==> config.mk <==
export PLATFORM = sky130hd
export DESIGN_NAME = dualport_ram_clr
export DESIGN_NICKNAME = d
export VERILOG_FILES = /design/src/rtl/dualport_ram_clr.sv
export SDC_FILE = /design/constraint.sdc
export NUM_CORES = 1
export LEC_CHECK = 0
export ABC_CLOCK_PERIOD_IN_PS = 2200
export BUFFER_PORTS_ARGS = -buffer_cell sky130_fd_sc_hd__clkbuf_2
export CAP_MARGIN = 5
export CORE_AREA = 4 4 135 201
export CTS_BUF_LIST = sky130_fd_sc_hd__clkbuf_4 sky130_fd_sc_hd__clkbuf_8
export CTS_CLUSTER_DIAMETER = 40
export DETAILED_ROUTE_END_ITERATION = 7
export DIE_AREA = 0 0 139 205
export GPL_ROUTABILITY_DRIVEN = 0
export HOLD_SLACK_MARGIN = 0.05
export SYNTH_ARGS = -nofsm -noshare
export SYNTH_HDL_FRONTEND = slang
export SYNTH_SLANG_ARGS = --single-unit
==> constraint.sdc <==
create_clock -name clk -period 2.2 [get_ports clk]
set_clock_uncertainty 0.05 [all_clocks]
set_input_delay 0.22 -clock clk [delete_from_list [all_inputs] [get_ports clk]]
set_output_delay 0.22 -clock clk [all_outputs]
set_load 0.01 [all_outputs]
==> src/rtl/dualport_ram_clr.sv <==
// ---------------------------------------------------------------------------
// dualport_ram_clr
//
// Simple dual-port RAM with one write port and one read port on a single
// clock. Read data is registered and qualified by a one-cycle valid strobe.
// A built-in clear sequencer sweeps every word to CLR_VAL after reset and
// whenever a clear is requested. User accesses are ignored while it runs.
//
// Parameters:
//   DATA_W  - data width in bits
//   ADDR_W  - address width in bits
//   DEPTH   - number of words (may be smaller than 2**ADDR_W)
//   RD_MODE - read/write collision behaviour: 0 = old data, 1 = new data
//   CLR_VAL - value the clear sweep writes into every word
//
// Ports:
//   clk    - clock, all state changes on the rising edge
//   rst_n  - asynchronous active-low reset
//   we     - write enable
//   wa     - write address
//   Din    - write data
//   re     - read enable
//   ra     - read address
//   Dout   - registered read data
//   dvalid - one-cycle strobe marking new data on Dout
//   clr    - clear request, sampled on the rising edge
//   busy   - clear sweep in progress, user accesses are dropped
// ---------------------------------------------------------------------------
module dualport_ram_clr #(
    parameter int                DATA_W  = 8,
    parameter int                ADDR_W  = 4,
    parameter int                DEPTH   = (1 << ADDR_W),
    parameter int                RD_MODE = 0,
    parameter logic [DATA_W-1:0] CLR_VAL = {DATA_W{1'b0}}
) (
    input  logic              clk,
    input  logic              rst_n,
    input  logic              we,
    input  logic [ADDR_W-1:0] wa,
    input  logic [DATA_W-1:0] Din,
    input  logic              re,
    input  logic [ADDR_W-1:0] ra,
    output logic [DATA_W-1:0] Dout,
    output logic              dvalid,
    input  logic              clr,
    output logic              busy
);

    typedef enum logic {
        CLEAR,
        IDLE
    } stateT;

    // One extra bit so that DEPTH == 2**ADDR_W is still representable.
    localparam logic [ADDR_W:0]   DEPTH_EXT = (ADDR_W + 1)'(DEPTH);
    localparam logic [ADDR_W-1:0] LAST_ADDR = ADDR_W'(DEPTH - 1);

    stateT             state;
    stateT             nextState;
    logic [ADDR_W-1:0] ptr;
    logic [ADDR_W-1:0] nextPtr;

    logic              wrInRange;
    logic              rdInRange;
    logic              wrAccept;
    logic              rdAccept;

    logic              memWe;
    logic [ADDR_W-1:0] memWa;
    logic [DATA_W-1:0] memWd;

    logic [DATA_W-1:0] mem [DEPTH];

    // Addresses are judged against DEPTH, not the full address space, so a
    // non-power-of-two RAM silently drops out-of-range writes.
    assign wrInRange = ({1'b0, wa} < DEPTH_EXT);
    assign rdInRange = ({1'b0, ra} < DEPTH_EXT);
    assign wrAccept  = !busy && we && wrInRange;
    assign rdAccept  = !busy && re;

    // State register for the clear sequencer. Reset always lands in CLEAR
    // with the pointer at zero, so any interrupted sweep starts over.
    always_ff @(posedge clk or negedge rst_n) begin
        if (!rst_n) begin
            state <= CLEAR;
            ptr   <= '0;
        end else begin
            state <= nextState;
            ptr   <= nextPtr;
        end
    end

    // Next-state logic. In CLEAR the pointer walks up to the last word and
    // then hands over to IDLE; a clear request restarts the walk. In IDLE a
    // clear request re-enters CLEAR, while the current edge still services
    // the user access because busy is only raised from the next cycle.
    always_comb begin
        nextState = state;
        nextPtr   = ptr;
        busy      = 1'b0;
        case (state)
            CLEAR: begin
                busy = 1'b1;
                if (clr) begin
                    nextPtr = '0;
                end else if (ptr == LAST_ADDR) begin
                    nextState = IDLE;
                    nextPtr   = '0;
                end else begin
                    nextPtr = ptr + 1'b1;
                end
            end
            IDLE: begin
                if (clr) begin
                    nextState = CLEAR;
                    nextPtr   = '0;
                end
            end
            default: begin
                nextState = CLEAR;
                nextPtr   = '0;
            end
        endcase
    end

    // The array has a single write port shared between the sweep and the
    // user. During a sweep the sequencer owns it outright.
    always_comb begin
        memWe = wrAccept;
        memWa = wa;
        memWd = Din;
        if (busy) begin
            memWe = 1'b1;
            memWa = ptr;
            memWd = CLR_VAL;
        end
    end

    // Storage itself carries no reset; the sweep gives it a known state.
    always_ff @(posedge clk) begin
        if (memWe) begin
            mem[memWa] <= memWd;
        end
    end

    // Registered read port. The array update is non-blocking, so reading
    // mem[ra] on a colliding edge naturally returns the old word; the
    // write-first mode forwards Din instead.
    always_ff @(posedge clk or negedge rst_n) begin
        if (!rst_n) begin
            Dout   <= '0;
            dvalid <= 1'b0;
        end else begin
            dvalid <= rdAccept;
            if (rdAccept) begin
                if (!rdInRange) begin
                    Dout <= '0;
                end else if ((RD_MODE == 1) && wrAccept && (wa == ra)) begin
                    Dout <= Din;
                end else begin
                    Dout <= mem[ra];
                end
            end
        end
    end

endmodule
==> flow_summary.ini <==
[yosys]
syn_inst = 365
synth_top_area_share = 0.668
ys_ff_latch = 142
yosysTopAreaCell = edfxtp_1
syn-num-nets = 387
synth_cell_types = 31
avgSynthCellArea_um2 = 15.8
synth_area_um2 = 5760
synth.area.top_cells = edfxtp_1 67%, mux2i_1 11%, dfrtp_1 6.1%, a22oi_1 3.1%, nor2_1 1.7%
yosys_warnings = 0
yosysSeqAreaShare = 0.728

[power_and_ir_drop]
power.total_w = 0.00529
p_switching_w = 0.00118
p_sw_frac = 0.224
internal-power_w = 0.00411
p_leak_nw = 2.41
power_frac_seq = 0.571
clkPwrFrac = 0.369
irDropWorstVdd_v = 0.000349
p_comb_frac = 0.060
p_per_area_nw_per_um2 = 785

[floorplan]
io_pins = 31
core_um2 = 25200
fp.dieW_um = 139
dieArea_um2 = 28500
row_count = 71
die_h_um = 205
start_util = 0.228

[global_route]
grt_pass1_vias = 3366
grt_usage = 0.0911
grt_start_max_net_pins = 35
antenna_found_initial = 0
grt_remaining_overflow = 0
grt_pass1_wl_um = 19600

[critical_path]
critPathMaxFanout = 12
r2r_end = mem[14][1]
crit_arrival_ns = 2.03
end_kind = flip-flop
cpMaxStageDelayCell = nor2_1
timing.critical_path.buf_inv = 1
required_ns = 2.20
r2r_slack_ns = 0.17
critPathKind = flip-flop to flip-flop
critPathMaxStageDelay_ns = 0.63
worstRegToRegCells = 4
reg2reg_from = state
critical-path-top-delay-family = simple AND/OR/NAND/NOR gates
cp_cell_sequence = inv_2 > nor2_1 > a31oi_1 > nor2_1
worstSetupStartpointType = flip-flop
worst_path_most_repeated_cell = nor2_1

[placement]
port_buffers = 30
hpwl_um = 8950
dpl_cell_area_um2 = 6340
post-place-ws_ns = 0.135

[cells_and_area]
final_util = 0.267
stdcell_area_um2 = 6740
antenna_cells = 0
final_common_cell = edfxtp_1
final_cell_mix = 128 x edfxtp_1, 65 x mux2i_1, 29 x clkbuf_2
drive_gt1_frac = 0.197
fillCellCount = 2590
area_delta_synth_final_pct = 17.1
final_nets = 442

[run_status]
outcome = finished, final reports clean

[flow_run]
drv_cap = 0

[sta]
hold_violations = 0
rsz0062_at_grt = false
fmaxAchievable_mhz = 492
setup_ws_ns = 0.169
tightest_slew_ns = 0.824
maxSlewViolCount = 0
setup_tns_ns = 0
fin_crit_ns = 2.03
finalCritPeriodShare = 0.923
setup_violations = 0
relSlewSlack = 0.449

[route]
final_antenna_net_count = 0
drc = 0
num_vias = 3291
via_per_inst = 4.33
routed_wl_um = 12800
drt_pre_antenna_iters = 8
avgRoutedWirePerCell_um = 16.8
drtIter0Drc = 167

[clock_tree]
cts_tree = built
clk_transition_reported_paths_ns = 0.08
insertion_delay_ns = 0.43
cts_sinks = 142
h-tree-depth = 4
root_buffer = clkbuf_8
cts_made_buffers = 17
clockBufferDepth = 2

[min_path]
hp-start = re
holdPathStages = 3
holdPathEnd = dvalid
min_path_type = input port to flip-flop
worst min-delay path, delay by kind of cell:
| family | cells | cell delay [ns] |
|---|---|---|
| simple gates | 1 | 0.18 |
| buf+inv | 2 | 0.20 |
per-stage QoR:
stage	std cells	hold slack [ns]
4_1_cts	760	0.138
3_5_place_dp	727	0.150
6_report	760	0.164
5_1_grt	760	0.163
3_3_place_gp	727	0.140
2_1_floorplan	365	-0.126
state kept, by name, summed over array words and instances (netlist names):
register	cells
Dout	8
dvalid	1
mem	128
ptr	4
state	1
cell usage after synthesis (all sizes together):
| library cell | n |
|---|---|
| nor3 | 2 |
| o21ai | 1 |
| a31oi | 3 |
| nand2 | 26 |
| dfrtp | 14 |
| inv | 3 |
| nand2b | 1 |
| a22oi | 24 |
| clkbuf | 3 |
| xnor2 | 1 |
| o32a | 1 |
| a21oi | 6 |
| nor2b | 4 |
| mux2i | 65 |
| a32oi | 2 |
| nor2 | 27 |
| and3 | 2 |
| edfxtp | 128 |
| and2 | 10 |
| buf | 14 |
| ha | 1 |
| nand4 | 8 |
| nand3 | 19 |
cells by family (layout without fill, tap and decap cells):
| group | Yosys count | count (layout) | synth area share |
|---|---|---|---|
| XOR/XNOR | 1 | 1 | 0.00152 |
| AO/OA/AOI/OAI | 37 | 37 | 0.0454 |
| adder cells (fa/ha/maj) | 1 | 1 | 0.00217 |
| buffers and inverters | 20 | 87 | 0.0287 |
| flip-flops | 142 | 142 | 0.728 |
| multiplexers | 65 | 65 | 0.113 |
| AND/OR/NAND/NOR | 99 | 99 | 0.0808 |
cell type report:
cell class / count / area, um^2 / area share
inverters: 3 / 11.3 / 0.00167
multi-input cells: 203 / 1400 / 0.208
repair buffers: 53 / 343 / 0.0509
flip-flops and latches: 142 / 4190 / 0.622
clock inverters: 14 / 144 / 0.0213
well taps: 328 / 410 / 0.0609
clock buffers: 17 / 234 / 0.0347
power by group through the flow:
stage               Sequential, W  Combinational, W  Clock (W)
global route              0.00303          0.000346    0.00213
finish                    0.00302          0.000317    0.00195
detailed placement        0.00308          0.000315          0
global placement          0.00308          0.000308          0
CTS                       0.00302          0.000319    0.00200
floorplan                 0.00308          0.000196          0
worst max path at each step:
stage	start	endpoint	cells after the start	slack (ns)
3_5_place_dp	state	mem[4][3]	5	0.13
6_report	state	mem[14][1]	4	0.17
4_1_cts	state	mem[4][7]	5	0.11
3_3_place_gp	state	mem[4][4]	5	0.19
2_1_floorplan	state	mem[1][0]	3	0.53
5_1_grt	state	mem[0][1]	4	0.0007
routing by layer:
| metal | global-route usage | routed length, um | up-vias |
|---|---|---|---|
| met5 | 0 | 0 | - |
| met3 | 0.0227 | 565 | 18 |
| met4 | 0.0374 | 323 | 0 |
| li1 | - | - | 1512 |
| met1 | 0.106 | 5140 | 1631 |
| met2 | 0.160 | 6770 | 130 |
timing repair:
action                     CTS  global route
hold endpoints to repair    19             0
hold buffers                 2             0
buffers inserted             0             0
setup endpoints to repair    0            16
gates resized for setup      0             2
No activity file was read; power rests on OpenSTA's default activity.
